## src/rtl/wishbone_arbiter_pkg.sv

```systemverilog
// Shared types and constants for the two-primary Wishbone arbiter.
package wishbone_arbiter_pkg;

  localparam int unsigned ARB_PORTS = 2;

  typedef enum logic [1:0] {
    IDLE   = 2'd0,
    GRANT0 = 2'd1,
    GRANT1 = 2'd2
  } arb_state_t;

endpackage

```

## src/rtl/wishbone_if.sv

```systemverilog
// Wishbone bus bundle; every field width used by the arbiter comes from here.
interface wishbone_if #(
  parameter int unsigned AddrWidth = 32,
  parameter int unsigned DataWidth = 32,
  parameter int unsigned TgdWidth  = 4
);
  localparam int unsigned SelWidth = DataWidth / 8;

  logic                 cyc;
  logic                 stb;
  logic                 we;
  logic [TgdWidth-1:0]  tgd;
  logic [SelWidth-1:0]  sel;
  logic [AddrWidth-1:0] addr;
  logic [DataWidth-1:0] dat_w;
  logic [DataWidth-1:0] dat_r;
  logic                 ack;

  modport primary (
    output cyc, stb, we, tgd, sel, addr, dat_w,
    input  ack, dat_r
  );

  modport secondary (
    input  cyc, stb, we, tgd, sel, addr, dat_w,
    output ack, dat_r
  );
endinterface

```

## src/rtl/wishbone_arbiter.sv

```systemverilog
// Two-primary, one-secondary Wishbone arbiter holding each grant for a whole cyc,
// with fixed-priority or round-robin tie-breaking and an optional no-ack watchdog.
module wishbone_arbiter
  import wishbone_arbiter_pkg::*;
#(
  parameter bit          ROUND_ROBIN    = 1'b1,
  parameter int unsigned TIMEOUT_CYCLES = 0
) (
  input  logic                 clock,
  input  logic                 reset,
  wishbone_if.secondary        wish_s_p0,
  wishbone_if.secondary        wish_s_p1,
  wishbone_if.primary          wish_p,
  output logic                 timeout,
  output logic [ARB_PORTS-1:0] grant
);

  localparam int unsigned CntWidth =
      (TIMEOUT_CYCLES > 0) ? $clog2(TIMEOUT_CYCLES + 1) : 1;
  localparam logic [CntWidth-1:0] CntMax = CntWidth'(TIMEOUT_CYCLES);

  arb_state_t            state_q;
  logic                  last_q;
  logic [ARB_PORTS-1:0]  grant_q;
  logic [CntWidth-1:0]   cnt_q, cnt_d;

  logic req0, req1;
  logic sel0, sel1;
  logic wd_hit;

  assign req0  = wish_s_p0.cyc & wish_s_p0.stb;
  assign req1  = wish_s_p1.cyc & wish_s_p1.stb;
  assign sel0  = (state_q == GRANT0);
  assign sel1  = (state_q == GRANT1);
  assign grant = grant_q;

  // Counter only reaches CntMax while granted; the hit forces stb low, which clears it.
  assign wd_hit = (TIMEOUT_CYCLES != 0) && (state_q != IDLE) && (cnt_q == CntMax);

  always_comb begin
    wish_p.cyc   = 1'b0;
    wish_p.stb   = 1'b0;
    wish_p.we    = 1'b0;
    wish_p.tgd   = '0;
    wish_p.sel   = '0;
    wish_p.addr  = '0;
    wish_p.dat_w = '0;
    if (sel0) begin
      wish_p.cyc   = wish_s_p0.cyc;
      wish_p.stb   = wish_s_p0.stb & ~wd_hit;
      wish_p.we    = wish_s_p0.we;
      wish_p.tgd   = wish_s_p0.tgd;
      wish_p.sel   = wish_s_p0.sel;
      wish_p.addr  = wish_s_p0.addr;
      wish_p.dat_w = wish_s_p0.dat_w;
    end else if (sel1) begin
      wish_p.cyc   = wish_s_p1.cyc;
      wish_p.stb   = wish_s_p1.stb & ~wd_hit;
      wish_p.we    = wish_s_p1.we;
      wish_p.tgd   = wish_s_p1.tgd;
      wish_p.sel   = wish_s_p1.sel;
      wish_p.addr  = wish_s_p1.addr;
      wish_p.dat_w = wish_s_p1.dat_w;
    end

    // A real ack in the hit cycle takes precedence over the synthetic one.
    timeout         = wd_hit & ~wish_p.ack;
    wish_s_p0.ack   = sel0 & (wish_p.ack | wd_hit);
    wish_s_p1.ack   = sel1 & (wish_p.ack | wd_hit);
    wish_s_p0.dat_r = (sel0 && !timeout) ? wish_p.dat_r : '0;
    wish_s_p1.dat_r = (sel1 && !timeout) ? wish_p.dat_r : '0;

    if (wish_p.stb && !wish_p.ack) begin
      cnt_d = (cnt_q == CntMax) ? cnt_q : cnt_q + CntWidth'(1);
    end else begin
      cnt_d = '0;
    end
  end

  always_ff @(posedge clock) begin
    if (reset) begin
      state_q <= IDLE;
      last_q  <= 1'b1;
      grant_q <= '0;
      cnt_q   <= '0;
    end else begin
      cnt_q <= cnt_d;
      unique case (state_q)
        IDLE: begin
          // On a tie, round-robin grants the port that was not served last.
          if (req0 && (!req1 || !ROUND_ROBIN || last_q)) begin
            state_q <= GRANT0;
            last_q  <= 1'b0;
            grant_q <= 2'b01;
          end else if (req1) begin
            state_q <= GRANT1;
            last_q  <= 1'b1;
            grant_q <= 2'b10;
          end
        end
        GRANT0: begin
          if (!wish_s_p0.cyc) begin
            state_q <= IDLE;
            grant_q <= '0;
          end
        end
        GRANT1: begin
          if (!wish_s_p1.cyc) begin
            state_q <= IDLE;
            grant_q <= '0;
          end
        end
        default: begin
          state_q <= IDLE;
          grant_q <= '0;
        end
      endcase
    end
  end

endmodule

```

## src/flat_wrapper.sv

```systemverilog
// flat-port wrapper written by rule: the top's interface ports become plain ports
module wishbone_arbiter_flat import wishbone_arbiter_pkg::*;
#(
  parameter bit          ROUND_ROBIN    = 1'b1,
  parameter int unsigned TIMEOUT_CYCLES = 0
)
  (clock, reset, timeout, grant, wish_s_p0_cyc, wish_s_p0_stb, wish_s_p0_we, wish_s_p0_tgd, wish_s_p0_sel, wish_s_p0_addr, wish_s_p0_dat_w, wish_s_p0_ack, wish_s_p0_dat_r, wish_s_p1_cyc, wish_s_p1_stb, wish_s_p1_we, wish_s_p1_tgd, wish_s_p1_sel, wish_s_p1_addr, wish_s_p1_dat_w, wish_s_p1_ack, wish_s_p1_dat_r, wish_p_cyc, wish_p_stb, wish_p_we, wish_p_tgd, wish_p_sel, wish_p_addr, wish_p_dat_w, wish_p_ack, wish_p_dat_r);
  wishbone_if wish_s_p0_i ();
  wishbone_if wish_s_p1_i ();
  wishbone_if wish_p_i ();
  input  logic clock;
  input  logic reset;
  output logic timeout;
  output logic [ARB_PORTS-1:0] grant;
  input wire logic [$bits(wish_s_p0_i.cyc)-1:0] wish_s_p0_cyc;
  input wire logic [$bits(wish_s_p0_i.stb)-1:0] wish_s_p0_stb;
  input wire logic [$bits(wish_s_p0_i.we)-1:0] wish_s_p0_we;
  input wire logic [$bits(wish_s_p0_i.tgd)-1:0] wish_s_p0_tgd;
  input wire logic [$bits(wish_s_p0_i.sel)-1:0] wish_s_p0_sel;
  input wire logic [$bits(wish_s_p0_i.addr)-1:0] wish_s_p0_addr;
  input wire logic [$bits(wish_s_p0_i.dat_w)-1:0] wish_s_p0_dat_w;
  output wire logic [$bits(wish_s_p0_i.ack)-1:0] wish_s_p0_ack;
  output wire logic [$bits(wish_s_p0_i.dat_r)-1:0] wish_s_p0_dat_r;
  input wire logic [$bits(wish_s_p1_i.cyc)-1:0] wish_s_p1_cyc;
  input wire logic [$bits(wish_s_p1_i.stb)-1:0] wish_s_p1_stb;
  input wire logic [$bits(wish_s_p1_i.we)-1:0] wish_s_p1_we;
  input wire logic [$bits(wish_s_p1_i.tgd)-1:0] wish_s_p1_tgd;
  input wire logic [$bits(wish_s_p1_i.sel)-1:0] wish_s_p1_sel;
  input wire logic [$bits(wish_s_p1_i.addr)-1:0] wish_s_p1_addr;
  input wire logic [$bits(wish_s_p1_i.dat_w)-1:0] wish_s_p1_dat_w;
  output wire logic [$bits(wish_s_p1_i.ack)-1:0] wish_s_p1_ack;
  output wire logic [$bits(wish_s_p1_i.dat_r)-1:0] wish_s_p1_dat_r;
  output wire logic [$bits(wish_p_i.cyc)-1:0] wish_p_cyc;
  output wire logic [$bits(wish_p_i.stb)-1:0] wish_p_stb;
  output wire logic [$bits(wish_p_i.we)-1:0] wish_p_we;
  output wire logic [$bits(wish_p_i.tgd)-1:0] wish_p_tgd;
  output wire logic [$bits(wish_p_i.sel)-1:0] wish_p_sel;
  output wire logic [$bits(wish_p_i.addr)-1:0] wish_p_addr;
  output wire logic [$bits(wish_p_i.dat_w)-1:0] wish_p_dat_w;
  input wire logic [$bits(wish_p_i.ack)-1:0] wish_p_ack;
  input wire logic [$bits(wish_p_i.dat_r)-1:0] wish_p_dat_r;
  assign wish_s_p0_i.cyc = wish_s_p0_cyc;
  assign wish_s_p0_i.stb = wish_s_p0_stb;
  assign wish_s_p0_i.we = wish_s_p0_we;
  assign wish_s_p0_i.tgd = wish_s_p0_tgd;
  assign wish_s_p0_i.sel = wish_s_p0_sel;
  assign wish_s_p0_i.addr = wish_s_p0_addr;
  assign wish_s_p0_i.dat_w = wish_s_p0_dat_w;
  assign wish_s_p0_ack = wish_s_p0_i.ack;
  assign wish_s_p0_dat_r = wish_s_p0_i.dat_r;
  assign wish_s_p1_i.cyc = wish_s_p1_cyc;
  assign wish_s_p1_i.stb = wish_s_p1_stb;
  assign wish_s_p1_i.we = wish_s_p1_we;
  assign wish_s_p1_i.tgd = wish_s_p1_tgd;
  assign wish_s_p1_i.sel = wish_s_p1_sel;
  assign wish_s_p1_i.addr = wish_s_p1_addr;
  assign wish_s_p1_i.dat_w = wish_s_p1_dat_w;
  assign wish_s_p1_ack = wish_s_p1_i.ack;
  assign wish_s_p1_dat_r = wish_s_p1_i.dat_r;
  assign wish_p_cyc = wish_p_i.cyc;
  assign wish_p_stb = wish_p_i.stb;
  assign wish_p_we = wish_p_i.we;
  assign wish_p_tgd = wish_p_i.tgd;
  assign wish_p_sel = wish_p_i.sel;
  assign wish_p_addr = wish_p_i.addr;
  assign wish_p_dat_w = wish_p_i.dat_w;
  assign wish_p_i.ack = wish_p_ack;
  assign wish_p_i.dat_r = wish_p_dat_r;
  wishbone_arbiter #(.ROUND_ROBIN(ROUND_ROBIN), .TIMEOUT_CYCLES(TIMEOUT_CYCLES)) u_core (.clock(clock), .reset(reset), .wish_s_p0(wish_s_p0_i), .wish_s_p1(wish_s_p1_i), .wish_p(wish_p_i), .timeout(timeout), .grant(grant));
endmodule
```

## config.mk

```make
export PLATFORM = sky130hd
export DESIGN_NAME = wishbone_arbiter_flat
export DESIGN_NICKNAME = d
export VERILOG_FILES = /design/src/rtl/wishbone_arbiter_pkg.sv /design/src/rtl/wishbone_if.sv /design/src/rtl/wishbone_arbiter.sv /design/src/flat_wrapper.sv
export SDC_FILE = /design/constraint.sdc
export NUM_CORES = 1
export LEC_CHECK = 0
export CORE_AREA = 2 2 128 130
export CTS_CLUSTER_SIZE = 12
export DETAILED_ROUTE_END_ITERATION = 16
export DIE_AREA = 0 0 130 132
export PLACE_DENSITY = 0.5
export SYNTH_ARGS = -nofsm -noshare
export SYNTH_HDL_FRONTEND = slang
export SYNTH_SLANG_ARGS = --single-unit
```

## constraint.sdc

```tcl
create_clock -name clock -period 3.37 [get_ports clock]
set_clock_uncertainty 0.05 [all_clocks]
set_input_delay 0.674 -clock clock [delete_from_list [all_inputs] [get_ports clock]]
set_output_delay 0.674 -clock clock [all_outputs]
set_load 0.01 [all_outputs]
```

==> impl_results.md, run 1 <==
- Die height: 132 um
- Final setup violation count: 0
- Pleak: 1.80 nW
- Die area: 17200 um^2
- DR vias/cell: 3.80
- Total power: 758 uW
- Vias: 2705
- Nets@finish: 681
- Die X: 130 um
- Synth area leaders: a22o_1, and2_1, dfxtp_1
- Num Clock Sinks: 3
- Htree depth: 1
- CTS clk-pin slew, worst paths: 0.03 ns
- RSZ-0062 raised after global routing: false
- Total of flip-flops plus latches after synthesis: 3
- Setup TNS: 0 ns
- Most common cell after layout, fill and taps aside: clkdlybuf4s50_1
- Hold Vio Cnt, Final: 0
- Post-Synthesis Cell Area: 1370 um^2
- Ys Warns: 0
- Antenna viol nets, final: 0
- Hold Crit Class: register to register
- Max-cap check violation count: 0
- DRT Pass-1 Iters: 4
- Post-CTS Setup Bufs: 0
- Final Cycle Share: 0.852
- Core area: 15700 um^2
- Routed length per instance: 15.2 um
- Drt total wl: 10.8 mm
- Post-synth top area share: 0.480
- Iteration-0 DRC Markers: 32
- Antenna violations before repair: 1
- Tmin final: 2.87 ns
- Synth cell types: 22
- FMAX: 348 MHz
- Tot GR Track Use: 0.110
- Post-Synthesis Cells: 185
- Mapped Nets: 370
- Power Density: 155 nW/um^2
- I/O Buffers: 327
- I/O Pins: 329
- Critical path cell sequence: nor2b_4 > buf_4 > a22o_1 > clkdlybuf4s50_1
- Worst-path fanout max: 45
- Crit path arrival time: 2.15 ns
- Commonest non-fill, non-tap cells in the layout: clkdlybuf4s50_1, a22o_1, and2_1
- CTS tree: done
- Largest net degree at the start of global routing: 108
- Gpl congestion: 0.810
- Starting density of the core: 0.0870
- DRC Markers: 0
- Slew Viols, Final: 0
- Post-CTS sizing: 0
- Rows: 46
- First-pass GRT wire length: 15.0 mm
- Critical Path Slowest Stage Cell: clkdlybuf4s50_1
- Crit Path Class: register to output port
- Vias in the first global route: 2696
- Top cell type by total area after synthesis: a22o_1
- Area growth syn-to-layout: 258%
- Avg Inst Size Synth: 7.39 um^2
- CP Data Required Time: 2.65 ns
- Clock latency on the worst-skew pair: 0.22 ns
- Clock buffer depth: 2
- Clock root cell: clkbuf_16
- GRT Residual Overflow: 0
- TritonCTS Buffers: 3
- Post-layout util: 0.312
- Crit. End Element: output port
- Share of cells above drive strength 1: 0.0182
- DP HPWL: 9.10 mm
- Diodes inserted: 0
- Startpoint Class: register
- Peak VDD IR: 231 uV
- CP max stage delay: 0.54 ns
- Post-synthesis sequential area ratio: 0.0439
- # hold bufs at CTS: 0
- Status: finished clean
## metal layers
layer | share of wire | track usage
met1 | 0.38 | 0.116
met2 | 0.52 | 0.218
met3 | 0.099 | 0.0308
met4 | 0.0031 | 0.0125
met5 | 0.0012 | 0
## where the power goes
group          internal (mW)  switching, mW
sequential            0.0380        0.00358
clock                  0.156         0.0310
combinational          0.364          0.166
## cell families (layout without fill, tap and decap cells)
logic type / Yosys count / in the layout / share of synthesized area
AND/OR/NAND/NOR: 76 / 76 / 0.340
AO/OA/AOI/OAI: 79 / 79 / 0.501
flip-flops: 3 / 3 / 0.0439
buffers and inverters: 26 / 336 / 0.112
other: 1 / 1 / 0.00274
## cell usage after synthesis
| master | count |
|---|---|
| nand2_1 | 3 |
| inv_1 | 1 |
| dfxtp_1 | 3 |
| a2111oi_0 | 1 |
| nor2b_1 | 2 |
| clkbuf_2 | 1 |
| conb_1 | 1 |
| clkbuf_1 | 3 |
| o21ai_0 | 1 |
| nor2_1 | 2 |
| nand3_1 | 1 |
| nor3_1 | 1 |
| a21oi_1 | 1 |
| and2_1 | 66 |
| nor2_4 | 1 |
| inv_2 | 1 |
| buf_4 | 6 |
| o32a_1 | 1 |
| a22o_1 | 75 |
| buf_2 | 7 |
| buf_1 | 4 |
| buf_6 | 3 |
## sequential cells by signal (all words and copies together) (netlist names)
register,count
u_core.state_q,2
u_core.last_q,1
## critical path: cells and delay by family (launching register included)
family / cells / cell delay [ns]
simple gates: 1 / 0.24
flops: 1 / 0.49
buf+inv: 2 / 0.95
compound gates: 1 / 0.22
## stage by stage
step | instance area, um^2 | hold slack, ns | std cells | worst slack (ns)
2_1_floorplan | 1370 | 0.437 | 185 | 1.48
3_3_place_gp | 4820 | 0.469 | 707 | 0.622
3_5_place_dp | 4820 | 0.480 | 707 | 0.608
4_1_cts | 4900 | 0.507 | 711 | 0.502
5_1_grt | 4900 | 0.514 | 711 | 0.360
6_report | 4900 | 0.497 | 711 | 0.499
## layout make-up
type / instances / area, um^2
timing repair buffer: 330 / 3320
clock buffer: 4 / 78.8
multi-input combinational: 156 / 1160
fill: 1662 / 10800
sequential: 3 / 60.1
tap: 216 / 270
inverter: 2 / 7.51
## path summary, 6_finish.rpt
kind / start / endpoint / slack, ns / cells after the start
setup / recovery: u_core.state_q[1]$_SDFFE_PP0P_ / wish_p_dat_w[21] / 0.50 / 4
hold / removal: u_core.last_q$_SDFFE_PP1P_ / u_core.last_q$_SDFFE_PP1P_ / 0.50 / 1
setup reg to reg: u_core.state_q[0]$_SDFFE_PP0P_ / u_core.state_q[0]$_SDFFE_PP0P_ / 2.28 / 2
hold reg to reg: u_core.last_q$_SDFFE_PP1P_ / u_core.last_q$_SDFFE_PP1P_ / 0.50 / 1
Note: power is estimated with default switching activity, not from simulation.
==> inputs of run 2 (changes only) <==
--- a/config.mk
+++ b/config.mk
@@ -9,7 +9,7 @@
 export CTS_CLUSTER_SIZE = 12
 export DETAILED_ROUTE_END_ITERATION = 16
 export DIE_AREA = 0 0 130 132
-export PLACE_DENSITY = 0.5
+export PLACE_DENSITY_LB_ADDON = 0.15
 export SYNTH_ARGS = -nofsm -noshare
 export SYNTH_HDL_FRONTEND = slang
 export SYNTH_SLANG_ARGS = --single-unit
==> impl_results.md, run 2 (synthesis gave the netlist of run 1 again) <==
- Routed length per instance: 14.4 um (-5.5%)
- I/O Buffers: 327 (unchanged)
- Commonest non-fill, non-tap cells in the layout: clkdlybuf4s50_1, a22o_1, and2_1
- CP max stage delay: 0.55 ns (about the same)
- RSZ-0062 raised after global routing: false
- Hold Crit Class: register to register
- Non-Filler Instances: 712 (+0.14%)
- Setup TNS: 0 ns (unchanged)
- First-pass GRT wire length: 14.5 mm (-3.1%)
- Vias: 2648 (-2.1%)
- Peak VDD IR: 143 uV (-38%)
- FMAX: 354 MHz (+1.7%)
- Crit Path Class: register to output port
- Rows: 46 (unchanged)
- Clock root cell: clkbuf_16
- Critical path cell sequence: nor2b_4 > buf_12 > a22o_1 > clkdlybuf4s50_1
- Worst-path fanout max: 81 (+80%)
- Most common cell after layout, fill and taps aside: clkdlybuf4s50_1
- Top Registers: u_core.state_q: 2 flops, u_core.last_q: 1 flops
- # hold bufs at CTS: 0 (unchanged)
- Hold Vio Cnt, Final: 0 (unchanged)
- CTS tree: done
- Fill cells: 1638 (-1.4%)
- Finished Cell Area: 4910 um^2 (+0.15%)
- Diodes inserted: 0 (unchanged)
- Clock buffer depth: 2 (unchanged)
- Max-cap check violation count: 0 (unchanged)
- Slew Viols, Final: 0 (unchanged)
- Tmin final: 2.82 ns (-0.0493 ns)
- Critical Path Slowest Stage Cell: clkdlybuf4s50_1
- Starting density of the core: 0.0870 (unchanged)
- Kind of cell adding the most delay to the critical path: buffers and inverters
- Gpl congestion: 0.788 (-2.7%)
- Num Clock Sinks: 3 (unchanged)
- Drt total wl: 10.2 mm (-5.4%)
- TritonCTS Buffers: 3 (unchanged)
- Share of cells above drive strength 1: 0.0202 (+0.00198)
- Post-CTS Setup Bufs: 0 (unchanged)
- DR vias/cell: 3.72 (-2.2%)
- Clock latency on the worst-skew pair: 0.22 ns (about the same)
- Vias in the first global route: 2602 (-3.5%)
- I/O Pins: 329 (unchanged)
- Area growth syn-to-layout: 259%
- Status: finished clean
- Die X: 130 um (unchanged)
- DP HPWL: 8.38 mm (-7.9%)
- Crit. End Element: output port
- Startpoint Class: register
- Post-CTS sizing: 0 (unchanged)
- CP Data Required Time: 2.65 ns (about the same)
- Crit path arrival time: 2.10 ns (-0.05 ns)
- Buffers plus inverters on the worst setup path: 2 (unchanged)
- Antenna violations before repair: 0 (-1)
- Largest net degree at the start of global routing: 82 (-24%)
- Min-delay src: u_core.last_q$_SDFFE_PP1P_
- Core area: 15700 um^2 (unchanged)
- Placed cell area: 4830 um^2 (+0.16%)
- Crit path from: u_core.state_q[1]$_SDFFE_PP0P_
- Final setup violation count: 0 (unchanged)
- DRT Pass-1 Iters: 4 (unchanged)
- Pleak: 1.80 nW (+0.30%)
- Critical R2R Launch: u_core.state_q[0]$_SDFFE_PP0P_
- CTS clk-pin slew, worst paths: 0.03 ns (about the same)
- Antenna viol nets, final: 0 (unchanged)
- Die height: 132 um (unchanged)
- Iteration-0 DRC Markers: 78 (+140%)
- DRC Markers: 0 (unchanged)
- Die area: 17200 um^2 (unchanged)
- Final Cycle Share: 0.837 (-0.0146)
- Nets@finish: 682 (+0.15%)
- Power Density: 155 nW/um^2 (about the same)
- Cells after DPL: 708 (+0.14%)
- Max FFs per register: 2 (unchanged)
- GRT Residual Overflow: 0 (unchanged)
- Tot GR Track Use: 0.106 (-0.00447)
- Htree depth: 1 (unchanged)
- Reg with most FFs: u_core.state_q
run 2: worst reg2reg max path, cell delays in order (launching register included):
cell,delay (ns)
dfxtp_1,0.47
inv_2,0.09
a2111oi_0,0.33
run 2: cell type report:
| class | instances | area (um^2) | area share |
|---|---|---|---|
| Timing Repair Buffer | 331 | 3330 | 0.678 |
| Multi-Input combinational cell | 156 | 1160 | 0.237 |
| Clock buffer | 4 | 78.8 | 0.0161 |
| Tap cell | 216 | 270 | 0.0551 |
| Sequential cell | 3 | 60.1 | 0.0122 |
| Inverter | 2 | 7.51 | 0.00153 |
run 2: through the flow:
stage,worst slack [ns],power [mW],hold WS (ns),utilization
final,0.548,0.758,0.492,0.312
after detailed placement,0.640,0.575,0.487,0.307
after global placement,0.620,0.575,0.468,0.307
after floorplan,1.48,0.192,0.437,-
after global routing,0.457,0.804,0.522,0.312
after CTS,0.545,0.768,0.499,0.312
run 2: final timing paths:
path                                    endpoint  slack [ns]  cells after the start
setup reg to reg  u_core.state_q[0]$_SDFFE_PP0P_        2.32                      2
hold / removal        u_core.last_q$_SDFFE_PP1P_        0.49                      1
setup / recovery                 wish_p_addr[10]        0.55                      4
hold reg to reg       u_core.last_q$_SDFFE_PP1P_        0.49                      1
run 2: routing by layer:
metal,share of wire,vias up,track usage
met4,0.019,0,0.0257
met5,0,-,0
li1,-,1317,-
met2,0.52,169,0.208
met1,0.37,1146,0.110
met3,0.094,16,0.0239
run 2: where the power goes:
part           switching (mW)  internal (mW)
sequential            0.00342         0.0380
clock                  0.0316          0.156
combinational           0.165          0.364
==> inputs of run 3 (changes only) <==
==> constraint.sdc (replaced) <==
create_clock -name clock -period 2.7 [get_ports clock]
set_clock_uncertainty 0.05 [all_clocks]
set_input_delay 0.54 -clock clock [delete_from_list [all_inputs] [get_ports clock]]
set_output_delay 0.54 -clock clock [all_outputs]
set_load 0.01 [all_outputs]
==> impl_results.md, run 3 (synthesis gave the netlist of run 1 again) <==
- Clock latency on the worst-skew pair: 0.22 ns (about the same)
- Commonest non-fill, non-tap cells in the layout: clkdlybuf4s50_1, a22o_1, and2_1
- Hold Vio Cnt, Final: 0 (unchanged)
- DRT Pass-1 Iters: 6 (+2)
- # hold bufs at CTS: 0 (unchanged)
- Htree depth: 1 (unchanged)
- Hold Crit Depth: 1 (unchanged)
- Critical Path Sink: wish_p_cyc
- DRC Markers: 0 (unchanged)
- DR vias/cell: 3.70 (-0.51%)
- Crit. End Element: output port
- Post-CTS sizing: 0 (unchanged)
- Num Clock Sinks: 3 (unchanged)
- Starting density of the core: 0.0870 (unchanged)
- Critical Path Slowest Stage Cell: clkdlybuf4s50_1
- CTS clk-pin slew, worst paths: 0.03 ns (about the same)
- Clock root cell: clkbuf_16
- RSZ-0062 raised after global routing: false
- CP Data Required Time: 2.11 ns (-0.54 ns)
- Power Density: 193 nW/um^2 (+25%)
- Tmin final: 2.52 ns
- Worst-path fanout max: 3 (-96%)
- FMAX: 397 MHz
- Startpoint Class: primary input
- Clock buffer depth: 2 (unchanged)
- Peak VDD IR: 264 uV (+84%)
- Vias in the first global route: 2601 (-0.038%)
- Critical path cell sequence: clkdlybuf4s50_1 > nor2b_1 > a22o_1 > clkdlybuf4s50_1
- Die area: 17200 um^2 (unchanged)
- Pleak: 1.82 nW (+0.95%)
- Antenna viol nets, final: 0 (unchanged)
- Area growth syn-to-layout: 262%
- Slew Viols, Final: 0 (unchanged)
- Antenna violations before repair: 0 (unchanged)
- DP HPWL: 8.56 mm (+2.2%)
- Die X: 130 um (unchanged)
- Worst hold slack: 0.475 ns (-0.0165 ns)
- Rows: 46 (unchanged)
- GRT Residual Overflow: 0 (unchanged)
- Iteration-0 DRC Markers: 59 (-24%)
- Drt total wl: 10.2 mm (-0.45%)
- Final setup violation count: 0 (unchanged)
- Kind of cell adding the most delay to the critical path: buffers and inverters
- First-pass GRT wire length: 14.5 mm (-0.19%)
- RR Endpoint: u_core.state_q[0]$_SDFFE_PP0P_
- Top Registers: u_core.state_q: 2 flops, u_core.last_q: 1 flops
- CTS tree: done
- Die height: 132 um (unchanged)
- Vias: 2642 (-0.23%)
- CP max stage delay: 0.53 ns (-0.02 ns)
- Max FFs per register: 2 (unchanged)
- Stages on worst setup path: 4 (unchanged)
- Status: finished clean
- Buffers plus inverters on the worst setup path: 2 (unchanged)
- Diodes inserted: 0 (unchanged)
- Nets@finish: 684 (+0.29%)
- Hold Crit Class: register to register
- Tot GR Track Use: 0.106 (+0.000250)
- Max-cap check violation count: 0 (unchanged)
- Setup TNS: 0 ns (unchanged)
- Core area: 15700 um^2 (unchanged)
- Most common cell after layout, fill and taps aside: clkdlybuf4s50_1
- I/O Buffers: 327 (unchanged)
- Post-CTS Setup Bufs: 0 (unchanged)
- Reg with most FFs: u_core.state_q
- Reg2Reg Setup Slack: 1.60 ns (-0.72 ns)
- Crit path arrival time: 1.93 ns (-0.17 ns)
- Critical Path Most Common Cell: clkdlybuf4s50_1
- Critical R2R Launch: u_core.last_q$_SDFFE_PP1P_
- I/O Pins: 329 (unchanged)
- Share of cells above drive strength 1: 0.0261 (+0.00594)
- Crit Path Class: primary input to output port
- Crit path from: wish_s_p0_cyc
- TritonCTS Buffers: 3 (unchanged)
- Reg2Reg Depth: 2 (unchanged)
- Largest net degree at the start of global routing: 61 (-26%)
- Fill cells: 1651 (+0.79%)
- Routed length per instance: 14.3 um (-0.73%)
- Gpl congestion: 0.799 (+1.4%)
- Final Cycle Share: 0.934
[run 3: cell count changes in the layout (fill, tap and decap cells not counted)]
cell | previous run | this run
buf_12 | 2 | 4
dfxtp_1 | 3 | 2
dfxtp_2 | 0 | 1
[run 3: per-stage QoR]
| stage | std cells | area, um^2 | power (mW) | utilization | worst slack [ns] |
|---|---|---|---|---|---|
| 2_1_floorplan | 185 | 1370 | 0.239 | - | 0.940 |
| 3_3_place_gp | 710 | 4870 | 0.724 | 0.310 | 0.219 |
| 3_5_place_dp | 710 | 4870 | 0.724 | 0.310 | 0.214 |
| 4_1_cts | 714 | 4950 | 0.970 | 0.315 | 0.116 |
| 5_1_grt | 714 | 4950 | 1.01 | 0.315 | 0.106 |
| 6_report | 714 | 4950 | 0.955 | 0.315 | 0.178 |
[run 3: worst reg2reg max path: stages (launching register included)]
cell and delay (ns):
dfxtp_1 0.34, o21ai_0 0.12, a2111oi_0 0.44
[run 3: where the power goes]
| group | total [mW] | leakage (nW) | internal (mW) | switching, mW |
|---|---|---|---|---|
| Sequential | 0.0507 | 0.0251 | 0.0476 | 0.00308 |
| Combinational | 0.668 | 1.76 | 0.460 | 0.208 |
| Clock | 0.237 | 0.0382 | 0.195 | 0.0418 |
| Total | 0.955 | 1.82 | 0.702 | 0.253 |
[run 3: area by class of cell]
type                            count  area (um^2)  share of cell area
Clock buffer                        4         78.8              0.0159
Inverter                            2         7.51             0.00152
Multi-Input combinational cell    156         1160               0.235
Sequential cell                     3         61.3              0.0124
Tap cell                          216          270              0.0546
Timing Repair Buffer              333         3370               0.681
[run 3: layer usage]
metal	track usage	routed length, um	vias up	part of all wire
met5	0	0	-	0
met4	0.0185	123	0	0.012
met3	0.0235	944	10	0.093
met2	0.213	5440	158	0.53
met1	0.109	3690	1158	0.36
li1	-	-	1316	-
[run 3: worst min path at each step]
stage / startpoint / endpoint / slack (ns)
2_1_floorplan: u_core.last_q$_SDFFE_PP1P_ / u_core.last_q$_SDFFE_PP1P_ / 0.44
3_3_place_gp: u_core.last_q$_SDFFE_PP1P_ / u_core.last_q$_SDFFE_PP1P_ / 0.47
3_5_place_dp: u_core.last_q$_SDFFE_PP1P_ / u_core.last_q$_SDFFE_PP1P_ / 0.46
4_1_cts: u_core.last_q$_SDFFE_PP1P_ / u_core.last_q$_SDFFE_PP1P_ / 0.47
5_1_grt: u_core.last_q$_SDFFE_PP1P_ / u_core.last_q$_SDFFE_PP1P_ / 0.49
6_report: u_core.last_q$_SDFFE_PP1P_ / u_core.last_q$_SDFFE_PP1P_ / 0.48
